## src/rtl/fifo_wr_arbiter.sv

```systemverilog
// rtl/fifo_wr_arbiter.sv - round-robin burst arbiter for the shared write port of the write FIFO
// Winner holds the port for up to MAX_BURST beats; writes are throttled so the FIFO cannot overflow.
module fifo_wr_arbiter #(
   parameter int NUM_REQ   = 4,
   parameter int DATA_W    = 8,
   parameter int DEPTH     = 8,
   parameter int CNT_W     = 4,
   parameter int MAX_BURST = 4,
   localparam int GID_W    = (NUM_REQ > 1) ? $clog2(NUM_REQ) : 1
) (
   input  logic                      i_clock,
   input  logic                      i_rst,
   input  logic [NUM_REQ-1:0]        i_req_valid,
   input  logic [NUM_REQ*DATA_W-1:0] i_req_data,
   output logic [NUM_REQ-1:0]        o_req_ready,
   input  logic                      i_fifo_full,
   input  logic [CNT_W-1:0]          i_fifo_cnt,
   output logic                      o_fifo_wr,
   output logic [DATA_W-1:0]         o_fifo_din,
   output logic [GID_W-1:0]          o_grant_id,
   output logic                      o_busy,
   output logic                      o_ovf_err
);

   localparam logic [0:0] S_IDLE  = 1'b0;
   localparam logic [0:0] S_BURST = 1'b1;

   localparam logic [CNT_W:0] LP_DEPTH     = (CNT_W+1)'(DEPTH);
   localparam logic [3:0]     LP_MAX_BURST = 4'(MAX_BURST);

   logic [0:0]        r_state;
   logic [GID_W-1:0]  r_ptr;
   logic [3:0]        r_beat_cnt;
   logic [GID_W-1:0]  r_grant_id;
   logic              r_fifo_wr;
   logic [DATA_W-1:0] r_fifo_din;
   logic              r_ovf_err;

   logic [CNT_W:0]    w_sum;
   logic              w_can_wr;
   logic              w_any_valid;
   logic [GID_W-1:0]  w_idx;
   logic [GID_W-1:0]  w_grant;
   logic              w_gnt_valid;
   logic [DATA_W-1:0] w_gnt_data;
   logic              w_accept;
   logic [3:0]        w_beat_nxt;
   logic [GID_W-1:0]  w_ptr_nxt;

   // The registered write has not reached fifo_cnt yet, so it is counted here.
   assign w_sum       = {1'b0, i_fifo_cnt} + {{CNT_W{1'b0}}, r_fifo_wr};
   assign w_can_wr    = !i_fifo_full && (w_sum < LP_DEPTH);
   assign w_any_valid = |i_req_valid;

   always_comb begin
      w_grant = r_ptr;
      w_idx   = '0;
      for (int k = NUM_REQ - 1; k >= 0; k--) begin
         w_idx = GID_W'((int'(r_ptr) + k) % NUM_REQ);
         if (i_req_valid[w_idx]) begin
            w_grant = w_idx;
         end
      end
   end

   always_comb begin
      w_gnt_valid = 1'b0;
      w_gnt_data  = '0;
      o_req_ready = '0;
      for (int i = 0; i < NUM_REQ; i++) begin
         if (r_grant_id == GID_W'(i)) begin
            w_gnt_valid    = i_req_valid[i];
            w_gnt_data     = i_req_data[i*DATA_W +: DATA_W];
            o_req_ready[i] = (r_state == S_BURST) && w_can_wr;
         end
      end
   end

   assign w_accept   = (r_state == S_BURST) && w_gnt_valid && w_can_wr;
   assign w_beat_nxt = r_beat_cnt + 4'd1;
   assign w_ptr_nxt  = (r_grant_id == GID_W'(NUM_REQ - 1)) ? '0 : r_grant_id + GID_W'(1);

   always_ff @(posedge i_clock or posedge i_rst) begin
      if (i_rst) begin
         r_state    <= S_IDLE;
         r_ptr      <= '0;
         r_beat_cnt <= '0;
         r_grant_id <= '0;
         r_fifo_wr  <= 1'b0;
         r_fifo_din <= '0;
      end else begin
         case (r_state)
            S_IDLE: begin
               r_fifo_wr <= 1'b0;
               if (w_any_valid) begin
                  r_grant_id <= w_grant;
                  r_beat_cnt <= '0;
                  r_state    <= S_BURST;
               end
            end
            S_BURST: begin
               if (w_accept) begin
                  r_fifo_wr  <= 1'b1;
                  r_fifo_din <= w_gnt_data;
                  r_beat_cnt <= w_beat_nxt;
                  if (w_beat_nxt == LP_MAX_BURST) begin
                     r_ptr   <= w_ptr_nxt;
                     r_state <= S_IDLE;
                  end
               end else begin
                  r_fifo_wr <= 1'b0;
                  // A full FIFO with valid still high stalls here indefinitely.
                  if (!w_gnt_valid) begin
                     r_ptr   <= w_ptr_nxt;
                     r_state <= S_IDLE;
                  end
               end
            end
            default: begin
               r_fifo_wr <= 1'b0;
               r_state   <= S_IDLE;
            end
         endcase
      end
   end

   always_ff @(posedge i_clock or posedge i_rst) begin
      if (i_rst) begin
         r_ovf_err <= 1'b0;
      end else if (r_fifo_wr && i_fifo_full) begin
         r_ovf_err <= 1'b1;
      end
   end

   assign o_fifo_wr  = r_fifo_wr;
   assign o_fifo_din = r_fifo_din;
   assign o_grant_id = r_grant_id;
   assign o_busy     = (r_state == S_BURST);
   assign o_ovf_err  = r_ovf_err;

endmodule

```

## config.mk

```make
export PLATFORM = sky130hd
export DESIGN_NAME = fifo_wr_arbiter
export DESIGN_NICKNAME = d
export VERILOG_FILES = /design/src/rtl/fifo_wr_arbiter.sv
export SDC_FILE = /design/constraint.sdc
export NUM_CORES = 1
export LEC_CHECK = 0
export ABC_AREA = 0
export BUFFER_PORTS_ARGS = -buffer_cell sky130_fd_sc_hd__buf_2
export CAP_MARGIN = 20
export CORE_UTILIZATION = 40
export CTS_BUF_LIST = sky130_fd_sc_hd__clkbuf_8
export CTS_CLUSTER_DIAMETER = 40
export DETAILED_ROUTE_END_ITERATION = 8
export GPL_TIMING_DRIVEN = 0
export PLACE_DENSITY = 0.7
export SLEW_MARGIN = 20
export SYNTH_ARGS = -nofsm -noshare
export SYNTH_HDL_FRONTEND = slang
export SYNTH_SLANG_ARGS = --single-unit
```

## constraint.sdc

```tcl
create_clock -name i_clock -period 2.93 [get_ports i_clock]
set_input_delay 0.4395 -clock i_clock [delete_from_list [all_inputs] [get_ports i_clock]]
set_output_delay 0.4395 -clock i_clock [all_outputs]
set_load 0.01 [all_outputs]
```

* Word-level counts from Yosys, hierarchy flattened
Index checks and enable logic that the tools add are counted.
Storage, ports and cells: flip-flop bits (word level) 19, latch bits 0, RAM bits 0, memory bits (read-only) 0, bits of input ports 43, word-level logic and storage cells 77, memories 0
Operators by class: $add $sub $neg 6, $mul 0, divide/modulo/power cells 0, $lt $le $gt $ge 5, equality and inequality tests 8, shift-type cells 0, multiplexer cells 38, bitwise logic cells 1, reduce and logical (&&, ||, !) cells 12
Operator list (count):
- 8-bit two-way mux | 4
- 1-bit two-way mux | 17
- 2-bit two-way mux | 8
- 2-bit by 3-bit less-than comparator with 1-bit output, second input constant | 4
- 1-bit binary-select mux with 2-bit select | 4
- 4-bit two-way mux | 2
- 4-bit one-hot mux with 2 select lines | 1
- 2-bit by 1-bit != test with 1-bit output, second input constant | 3
- 2-bit AND reduction | 3
- 4-bit by 1-bit adder with 5-bit output | 1
- 1-bit logical AND | 5
- 5-bit by 4-bit less-than comparator with 1-bit output, second input constant | 1
- 2-bit by 1-bit adder with 2-bit output, second input constant | 2
- 2-bit adder, second input constant | 2
- 4-bit by 1-bit adder with 4-bit output, second input constant | 1
- 2-bit == test, second input constant | 2
- 4-bit by 3-bit == test with 1-bit output, second input constant | 1
- 1-bit one-hot mux with 2 select lines | 2
- 4-bit OR reduction | 1
- 3-bit AND reduction | 1
- 2-bit by 1-bit == test with 1-bit output, second input constant | 1
- 2-bit zero test | 1
- 2-bit != test, second input constant | 1
- 1-bit zero test | 1
- 1-bit inverter | 1

* Logic depth before layout (Yosys ltp)
Gate-level depths: netlist (run 1).
depth in word-level cells 9, depth in mapped cells 8, mapped depth without buffers 6

* Worst setup path before layout (run 1)
OpenSTA, ideal clock, no wires.
kind flip-flop to flip-flop, start register r_grant_id[1], in the netlist o_grant_id[1], end register r_fifo_din[0], in the netlist o_fifo_din[0], setup time 0.125 ns, arrival time 2.039 ns, data required time 2.805 ns, setup slack 0.765 ns, stages on the path, launching flop included 9, path through dfrtp_1 > inv_1 > ha_1 > buf_4 > and3b_1 > a2111oi_4 > nor4b_2 > buf_6 > mux2_4
Between the ends: word-level cells in the longest chain between the ends 8
Ends and longest elaborated chain:
- start, declared | line 34 | logic [GID_W-1:0] r_grant_id;
- start signal, assigned | line 96 | r_grant_id <= w_grant;
- 2-bit zero test | line 71 | if (r_grant_id == GID_W'(i)) begin
- 1-bit two-way mux (4 in series) | line 71
- 1-bit logical AND (2 in series) | line 79 | assign w_accept = (r_state == S_BURST) && w_gnt_valid && w_can_wr;
- 2-bit AND reduction (no source line)
- end signal, assigned | line 104 | r_fifo_din <= w_gnt_data;
- end, declared | line 36 | logic [DATA_W-1:0] r_fifo_din;
Several ways; a longest one is shown, not always the timed one. A chain may end at the register's enable or synchronous reset.

* Worst setup path after layout (run 1)
start register r_grant_id[0], in the netlist o_grant_id[0], end output port o_req_ready[2]
Between the ends: word-level cells in the longest chain between the ends 2
Ends and longest elaborated chain:
- 2-bit == test | line 71
- 1-bit two-way mux | line 71
- end, declared | line 15 | output logic [NUM_REQ-1:0] o_req_ready,
Every way passes these cells.

==> results of run 1 <==
==> worst max-delay path, delay by kind of cell, from the launching register on <==
kind / cells / cell delay [ns]
adder cells (fa/ha/maj): 1 / 0.14
flip-flops: 1 / 0.44
buffers and inverters: 4 / 1.06
AND/OR/NAND/NOR: 1 / 0.22
==> cell usage after synthesis (all sizes together) (4+ instances only) <==
master and count:
o21ai 8, mux2 10, inv 12, clkbuf 5, nor2b 5, nand2 13
buf 4, nor2 5, ha 5, a21oi 14, a22o 6, mux2i 5
dfrtp 19, and3 4
==> path summary, 6_finish.rpt <==
| kind | from | endpoint | slack, ns | cells after the start |
|---|---|---|---|---|
| min in group i_clock | i_fifo_full | o_ovf_err | 0.40 | 2 |
| hold reg to reg | o_ovf_err | o_ovf_err | 0.46 | 1 |
| max in group asynchronous | i_rst | o_fifo_din[3] | 2.15 | 2 |
| hold / removal | i_rst | o_fifo_din[1] | 0.30 | 2 |
| setup / recovery | o_grant_id[0] | o_req_ready[2] | 0.37 | 6 |
| setup reg to reg | o_grant_id[0] | o_fifo_din[0] | 0.55 | 8 |
==> per-stage QoR <==
step | cell area [um^2] | worst slack [ns] | instances | utilization (%) | hold slack, ns
after floorplan | 1319 | 0.7655 | 141 | - | 0.3906
after global placement | 1669 | 0.6009 | 244 | 53.79 | 0.4347
after detailed placement | 1669 | 0.5610 | 244 | 53.79 | 0.4483
after CTS | 1715 | 0.3754 | 248 | 55.28 | 0.3252
after global routing | 1715 | 0.1673 | 248 | 55.28 | 0.3641
final | 1715 | 0.3724 | 248 | 55.28 | 0.3018
==> logic make-up (layout without fill, tap and decap cells) <==
| kind of cell | after synthesis | count (layout) | share of synthesized area [%] |
|---|---|---|---|
| compound gates | 41 | 41 | 21.73 |
| simple gates | 39 | 39 | 15.75 |
| buf+inv | 21 | 84 | 7.021 |
| flops | 19 | 19 | 36.05 |
| mux | 15 | 15 | 14.04 |
| fa+ha+maj | 5 | 5 | 4.744 |
| xor+xnor | 1 | 1 | 0.6643 |
==> cell usage in the layout (no fill, tap or decap), types with 2 or more instances in the layout <==
cell type | Yosys | layout
nand4_1 | 2 | 2
a22o_1 | 6 | 6
clkbuf_8 | 0 | 3
mux2_4 | 6 | 6
nor2b_1 | 5 | 5
a21oi_1 | 14 | 14
dfrtp_1 | 19 | 19
mux2i_1 | 5 | 5
ha_1 | 5 | 5
inv_1 | 12 | 12
buf_2 | 2 | 61
nand2_1 | 13 | 13
nand2b_1 | 2 | 2
nor2_1 | 5 | 5
clkbuf_1 | 5 | 5
a221oi_1 | 2 | 2
o21ai_0 | 8 | 8
nor3_1 | 3 | 3
o31ai_1 | 3 | 3
a21o_1 | 2 | 2
mux2_2 | 4 | 4
and3_1 | 4 | 4
==> power breakdown <==
group | switching (mW) | internal (mW) | leakage [nW] | total, mW
logic | 0.473 | 0.441 | 0.620 | 0.915
clock network | 0.0930 | 0.0948 | 0.0255 | 0.188
registers | 0.0872 | 0.366 | 0.237 | 0.453
total | 0.654 | 0.902 | 0.883 | 1.56
==> flip-flops by register name, summed over array words and instances (netlist names) <==
| register | count |
|---|---|
| r_beat_cnt | 4 |
| o_fifo_din | 8 |
| o_busy | 1 |
| r_ptr | 2 |
| o_ovf_err | 1 |
| o_fifo_wr | 1 |
| o_grant_id | 2 |
==> area by class of cell <==
class	instances	area share (%)
buffer	9	2.772
clock buffer	3	2.407
clock inverter	1	0.2918
inverter	12	2.626
multi-input combinational	101	43.76
sequential	19	27.72
tap	44	3.209
timing repair buffer	59	17.21
==> routing by layer <==
layer | vias to the layer above | part of all wire [%] | routed length (um) | track usage (%)
met5 | - | 0 | 0 | 0
li1 | 629 | - | - | -
met4 | 0 | 1.5 | 51 | 8.163
met2 | 50 | 46 | 1547 | 34.67
met3 | 5 | 6.2 | 206 | 3.493
met1 | 611 | 46 | 1539 | 25.48
==> run_results.csv, run 1 <==
group,metric,value,unit
status,status,"finished, final reports clean",
cells_and_area,final_layout_size_suffix_gt1_share,38.73,%
floorplanning,rows,20,
setup_path,path_common_cell,"clkbuf_1",
yosys,syn_nets,189,
floorplanning,start_util,42.50,%
global_routing,grt_pass1_wl,5416,um
yosys,syn_area_per_cell,9.353,um^2
timing,worst_pin_slew,0.7628,ns
setup_path,crit_arrival,2.12,ns
yosys,netlist_instances,141,
cells_and_area,multi_input_area,750.7,um^2
setup_path,cp-start-kind,"flip-flop",
floorplanning,die_width,59.42,um
timing,rsz0062_at_grt,"false",
yosys,synth_area_leaders,"dfrtp_1, mux2_4, a21oi_1, ha_1, a22o_1",
timing,fin_skew,0.003487,ns
drt,ant_nets,0,
setup_path,crit_slowest_cell,"dfrtp_1",
pwr,p_total,1.555,mW
pwr,p_leak,0.8829,nW
cts,htreeDepth,1,
yosys,synth_area,0.001319,mm^2
setup_path,crit_path_cell_trace,"inv_1 > ha_1 > clkbuf_1 > clkbuf_1 > and3_1 > buf_2",
pwr,p_per_area,906.7,mW/mm^2
cells_and_area,nets,253,
setup_path,critPathKind,"flip-flop to output pin",
global_routing,overflow,0,
setup_path,crit_path_end_kind,"output pin",
place,dp_hpwl,2504,um
setup_path,crit_path_max_incr_delay,0.44,ns
drt,finalWirelength,3345,um
cts,clkSinkCount,19,
cts,clk_path_buf_depth,2,
timing,worst_slew_margin_rel,49.09,%
pwr,max-vdd-ir-drop,0.4479,mV
drt,wl_per_cell,13.49,um
timing,min_period_over_period,87.29,%
cts,clk_latency,0.26,ns
cells_and_area,ff_latch_area,475.5,um^2
place,portBuffers,59,
cts,cts_buffers,3,
cells_and_area,antennaDiodeCount,0,
cts,cts_tree,"built",
global_routing,grt_pass1_vias,1237,
yosys,synth_edf_count,0,
place,place.gp.congestion,0.8224,
yosys,ys.flop_type,"dfrtp_1",
timing,fmaxAchievable,391.0,MHz
global_routing,grt_use_total,20.40,%
yosys,async_reset_ff_share,100.0,%
yosys,synth_top_area_share,36.05,%
hold_path,hp-class,"input pin to async pin",
cts,clk_pin_slew,0.07,ns
cells_and_area,area_growth,30.08,%
cells_and_area,fill_cells,309,
drt,drt-pass1-iter-count,4,
cts,post_cts_buffers,0,
floorplanning,coreArea,0.003103,mm^2
timing,finalHoldViolCount,0,
job,max_cap_violations,0,
floorplanning,io_pins,60,
timing,setup_tns,0,ns
yosys,yosysSeqAreaShare,36.05,%
yosys,synthDistinctLibCells,35,
drt,first_iter_violations,65,
cts,postCtsHoldBufs,0,
drt,vias,1295,
global_routing,grt_max_degree,20,
cts,root_buffer,"clkbuf_8",
setup_path,worstPathMaxFanout,10,
setup_path,required,2.49,ns
drt,via_per_inst,5.222,
yosys,synth-seq-cells,19,
yosys,yosys.area.top_type,"dfrtp_1",
timing,slew_viol_final,0,
drt,drc,0,
floorplanning,dieHeight,59.42,um
timing,finalSetupViolCount,0,
cts,ctsResizeCount,0,
yosys,yosys_warnings,0,
global_routing,antenna_found_initial,0,
timing,fin_crit,2.558,ns
floorplanning,die_area,0.003531,mm^2
No activity file was read; power rests on OpenSTA's default activity.
==> inputs of run 2 (changes only) <==
Settings changed: ABC_CLOCK_PERIOD_IN_PS set to 2930, PLACE_DENSITY 0.7 to 0.71.
==> run_results.csv, run 2 (synthesized netlist as in run 1, its figures left out) <==
group,metric,value,unit
timing,worst_pin_slew,0.7709,ns
pwr,p_per_area,904.1,mW/mm^2
floorplanning,die_width,59.42,um
cells_and_area,fill_cells,314,
cts,clk_pin_slew,0.08,ns
floorplanning,coreArea,0.003103,mm^2
cts,clk_path_buf_depth,2,
setup_path,cp-start-kind,"flip-flop",
timing,worst_slew_margin_rel,48.55,%
floorplanning,io_pins,60,
cts,postCtsHoldBufs,0,
timing,fin_crit,2.547,ns
pwr,p_total,1.551,mW
hold_path,hp-class,"input pin to async pin",
setup_path,critical_path.top_delay_family,"buffers and inverters",
global_routing,overflow,0,
pwr,swShare,41.90,%
cells_and_area,nets,253,
setup_path,crit_path_max_incr_delay,0.44,ns
drt,ant_nets,0,
drt,vias,1282,
place,place.gp.congestion,0.8132,
place,dpl.cell_count,244,
drt,finalWirelength,3272,um
setup_path,critPathKind,"flip-flop to output pin",
pwr,p_int,0.9010,mW
setup_path,crit_arrival,2.11,ns
drt,wl_per_cell,13.19,um
floorplanning,dieHeight,59.42,um
setup_path,timing.rr.start,"o_grant_id[0]",
pwr,p_leak,0.8829,nW
drt,via_per_inst,5.169,
cells_and_area,antennaDiodeCount,0,
setup_path,crit_path_end_kind,"output pin",
cts,htreeDepth,1,
cts,cts_tree,"built",
setup_path,r2r-end,"o_fifo_din[7]",
timing,slew_viol_final,0,
pwr,pwr-share-seq,29.2,%
setup_path,crit_buf_inv,4,
place,dp_hpwl,2553,um
cts,cts_buffers,3,
cells_and_area,largest_reg_flops,8,
cts,clk_latency,0.26,ns
cells_and_area,final_common_cell,"buf_2",
setup_path,crit_path_cell_trace,"inv_1 > ha_1 > clkbuf_1 > clkbuf_1 > and3_1 > buf_2",
timing,finalHoldViolCount,0,
global_routing,antenna_found_initial,0,
timing,fin_skew,0.01072,ns
drt,drt-pass1-iter-count,4,
global_routing,grt_pass1_vias,1350,
cts,ctsResizeCount,0,
timing,hold_slack,0.3046,ns
global_routing,grt_use_total,20.99,%
cells_and_area,multi_input_area,750.7,um^2
pwr,max-vdd-ir-drop,0.3229,mV
setup_path,required,2.49,ns
cells_and_area,ff_latch_area,475.5,um^2
setup_path,worstPathMaxFanout,10,
drt,drc,0,
status,status,"finished, final reports clean",
cts,root_buffer,"clkbuf_8",
floorplanning,rows,20,
global_routing,grt_max_degree,20,
setup_path,crit_slowest_cell,"dfrtp_1",
timing,fmaxAchievable,392.6,MHz
place,pre_cts_ws,0.5874,ns
drt,first_iter_violations,83,
floorplanning,die_area,0.003531,mm^2
setup_path,r2r_slack,0.57,ns
pwr,p_clk_share,12.1,%
setup_path,reg2regPathDepth,8,
cells_and_area,stdcell_count,248,
floorplanning,start_util,42.50,%
global_routing,grt_pass1_wl,5609,um
timing,finalSetupViolCount,0,
pwr,p_sw,0.6498,mW
setup_path,path_common_cell,"clkbuf_1",
cells_and_area,final_layout_size_suffix_gt1_share,38.73,%
timing,rsz0062_at_grt,"false",
cts,clkSinkCount,19,
job,max_cap_violations,0,
cells_and_area,most-common-layout-cells,"buf_2, dfrtp_1, a21oi_1",
cts,post_cts_buffers,0,
timing,min_period_over_period,86.92,%
place,portBuffers,59,
cells_and_area,area_growth,30.08,%
pwr,pwr-share-comb,58.7,%
timing,setup_tns,0,ns
timing,final.setup.worst_slack,0.3831,ns
## run 2: power by group through the flow
stage / Clock, mW / Combinational [mW] / Sequential, mW
6_report: 0.188 / 0.910 / 0.453
5_1_grt: 0.207 / 1.03 / 0.470
4_1_cts: 0.196 / 0.917 / 0.452
3_5_place_dp: 0 / 0.913 / 0.456
3_3_place_gp: 0 / 0.898 / 0.450
2_1_floorplan: 0 / 0.631 / 0.481
## run 2: per-stage QoR
| step | util, % | area [um^2] |
|---|---|---|
| 2_1_floorplan | - | 1319 |
| 3_3_place_gp | 53.79 | 1669 |
| 3_5_place_dp | 53.79 | 1669 |
| 4_1_cts | 55.28 | 1715 |
| 5_1_grt | 55.28 | 1715 |
| 6_report | 55.28 | 1715 |
## run 2: final cells by class
class,count,area share [%]
plain buffers,9,2.772
inverters,12,2.626
clock buffers,3,2.407
clock inverters,1,0.2918
multi-input cells,101,43.76
repair buffers,59,17.21
well taps,44,3.209
flip-flops and latches,19,27.72
## run 2: worst max-delay path by stage
stage	slack, ns	endpoint	depth (start not counted)	from
2_1_floorplan	0.77	o_fifo_din[0]	8	o_grant_id[1]
3_3_place_gp	0.64	o_fifo_din[7]	7	o_grant_id[0]
3_5_place_dp	0.59	o_fifo_din[6]	8	o_grant_id[0]
4_1_cts	0.38	o_req_ready[2]	6	o_grant_id[0]
5_1_grt	0.21	o_req_ready[2]	6	o_grant_id[0]
6_report	0.38	o_req_ready[2]	6	o_grant_id[0]
## run 2: worst register-to-register path, cell delays in order (launching register included)
cell and delay, ns:
dfrtp_1 0.43, inv_1 0.09, ha_1 0.20, clkbuf_1 0.24, nand2b_1 0.14, mux2i_1 0.14
nor4b_2 0.45, buf_6 0.25, mux2_4 0.31
## run 2: routing by layer
layer | vias to the layer above | routed length [um] | share of wire, % | track usage [%]
li1 | 631 | - | - | -
met1 | 611 | 1469 | 45 | 25.34
met2 | 38 | 1643 | 50 | 37.40
met3 | 2 | 150 | 4.6 | 2.838
met4 | 0 | 9 | 0.28 | 8.163
met5 | - | 0 | 0 | 0
==> inputs of run 3 (changes only) <==
Settings changed: ABC_CLOCK_PERIOD_IN_PS 2930 to 3000, CORE_ASPECT_RATIO set to 0.75.
Clock period 2.93 ns to 3 ns, I/O delays scaled along.
==> run_results.csv, run 3 (synthesized netlist as in run 1, its figures left out) <==
group,metric,value,unit
timing,hold_slack,0.2949,ns
cells_and_area,final_layout_size_suffix_gt1_share,38.73,%
pwr,p_leak,0.8829,nW
timing,fin_skew,0.009088,ns
setup_path,crit_buf_inv,4,
timing,fmaxAchievable,388.4,MHz
cts,clk_pin_slew,0.08,ns
timing,worst_slew_margin_rel,51.82,%
floorplanning,start_util,43.36,%
drt,via_per_inst,5.260,
global_routing,antenna_found_initial,0,
cts,post_cts_buffers,0,
setup_path,timing.rr.start,"o_grant_id[0]",
timing,slew_viol_final,0,
floorplanning,die_width,68.30,um
setup_path,crit_path_cell_trace,"inv_1 > ha_1 > clkbuf_1 > clkbuf_1 > and3_1 > buf_2",
place,dpl.cell_count,238,
global_routing,overflow,0,
job,max_cap_violations,0,
timing,worst_pin_slew,0.7219,ns
global_routing,grt_max_degree,20,
cts,htreeDepth,1,
timing,min_period_over_period,85.83,%
pwr,p_total,1.539,mW
cts,cts_tree,"built",
place,place.gp.congestion,0.8256,
global_routing,grt_use_total,21.47,%
cts,clk_latency,0.26,ns
cells_and_area,stdcell_count,242,
hold_path,hp-class,"input pin to async pin",
setup_path,crit_path_max_incr_delay,0.45,ns
drt,finalWirelength,3488,um
timing,finalHoldViolCount,0,
setup_path,crit_slowest_cell,"dfrtp_1",
drt,drc,0,
cts,postCtsHoldBufs,0,
floorplanning,coreArea,0.003042,mm^2
cells_and_area,fill_cells,286,
cts,cts_buffers,3,
timing,setup_tns,0,ns
cells_and_area,finalInstanceArea,0.001708,mm^2
drt,wl_per_cell,14.41,um
status,status,"finished, final reports clean",
setup_path,cp-start-kind,"flip-flop",
drt,drt-pass1-iter-count,4,
place,portBuffers,59,
pwr,p_per_area,901.0,mW/mm^2
setup_path,critical_path.startpoint,"o_grant_id[0]",
global_routing,grt_pass1_wl,5485,um
cts,ctsResizeCount,0,
place,dp_hpwl,2666,um
cells_and_area,area_growth,29.51,%
setup_path,critPathKind,"flip-flop to output pin",
setup_path,critical_path.top_delay_family,"buffers and inverters",
cells_and_area,largest_reg_flops,8,
cells_and_area,most-common-layout-cells,"buf_2, dfrtp_1, a21oi_1",
timing,finalSetupViolCount,0,
global_routing,grt_pass1_vias,1248,
drt,vias,1273,
pwr,max-vdd-ir-drop,0.3734,mV
setup_path,crit_path_end_kind,"output pin",
setup_path,worstPathMaxFanout,10,
cts,clk_path_buf_depth,2,
floorplanning,dieHeight,51.73,um
drt,ant_nets,0,
drt,first_iter_violations,43,
setup_path,path_common_cell,"clkbuf_1",
cells_and_area,antennaDiodeCount,0,
place,post_dp_cell_area,0.001662,mm^2
cts,root_buffer,"clkbuf_8",
floorplanning,io_pins,60,
setup_path,crit_arrival,2.12,ns
cells_and_area,nets,253,
timing,fin_crit,2.575,ns
cts,clkSinkCount,19,
floorplanning,rows,17,
timing,rsz0062_at_grt,"false",
cells_and_area,final_common_cell,"buf_2",
floorplanning,die_area,0.003533,mm^2
setup_path,required,2.55,ns
==> run 3: cell counts in the layout (fill, tap and decap cells not counted) <==
No cell type changed its count.
==> run 3: final timing paths <==
check	endpoint	slack, ns	depth (start not counted)
setup / recovery	o_req_ready[2]	0.43	6
hold / removal	o_fifo_din[7]	0.29	2
setup reg to reg	o_fifo_din[6]	0.60	8
hold reg to reg	o_ovf_err	0.47	1
max in group asynchronous	r_beat_cnt[1]	2.24	2
min in group i_clock	o_ovf_err	0.42	2
==> run 3: per-layer routing <==
metal | part of all wire, % | vias up | GRT usage (%)
met3 | 6.0 | 5 | 3.070
met5 | 0 | - | 0
met2 | 46 | 44 | 36.76
li1 | - | 630 | -
met1 | 47 | 594 | 27.13
met4 | 1.1 | 0 | 7.986
==> run 3: per-stage QoR <==
| step | util [%] | setup WS, ns |
|---|---|---|
| floorplan | - | 0.8355 |
| global placement | 54.63 | 0.6637 |
| detailed placement | 54.63 | 0.6258 |
| CTS | 56.15 | 0.4373 |
| global route | 56.15 | 0.2663 |
| finish | 56.15 | 0.4252 |
==> run 3: area by class of cell <==
cell class / instances / area [um^2] / share of cell area, %
Tap cell: 38 / 47.55 / 2.784
Clock buffer: 3 / 41.29 / 2.418
Timing Repair Buffer: 59 / 295.3 / 17.29
Clock inverter: 1 / 5.005 / 0.2930
Sequential cell: 19 / 475.5 / 27.84
Multi-Input combinational cell: 101 / 750.7 / 43.96
Buffer: 9 / 47.55 / 2.784
Inverter: 12 / 45.04 / 2.637
==> run 3: report_power, final <==
group / switching (mW) / internal [mW] / total, mW
Combinational: 0.479 / 0.430 / 0.909
Sequential: 0.0923 / 0.357 / 0.450
Clock: 0.0873 / 0.0925 / 0.180
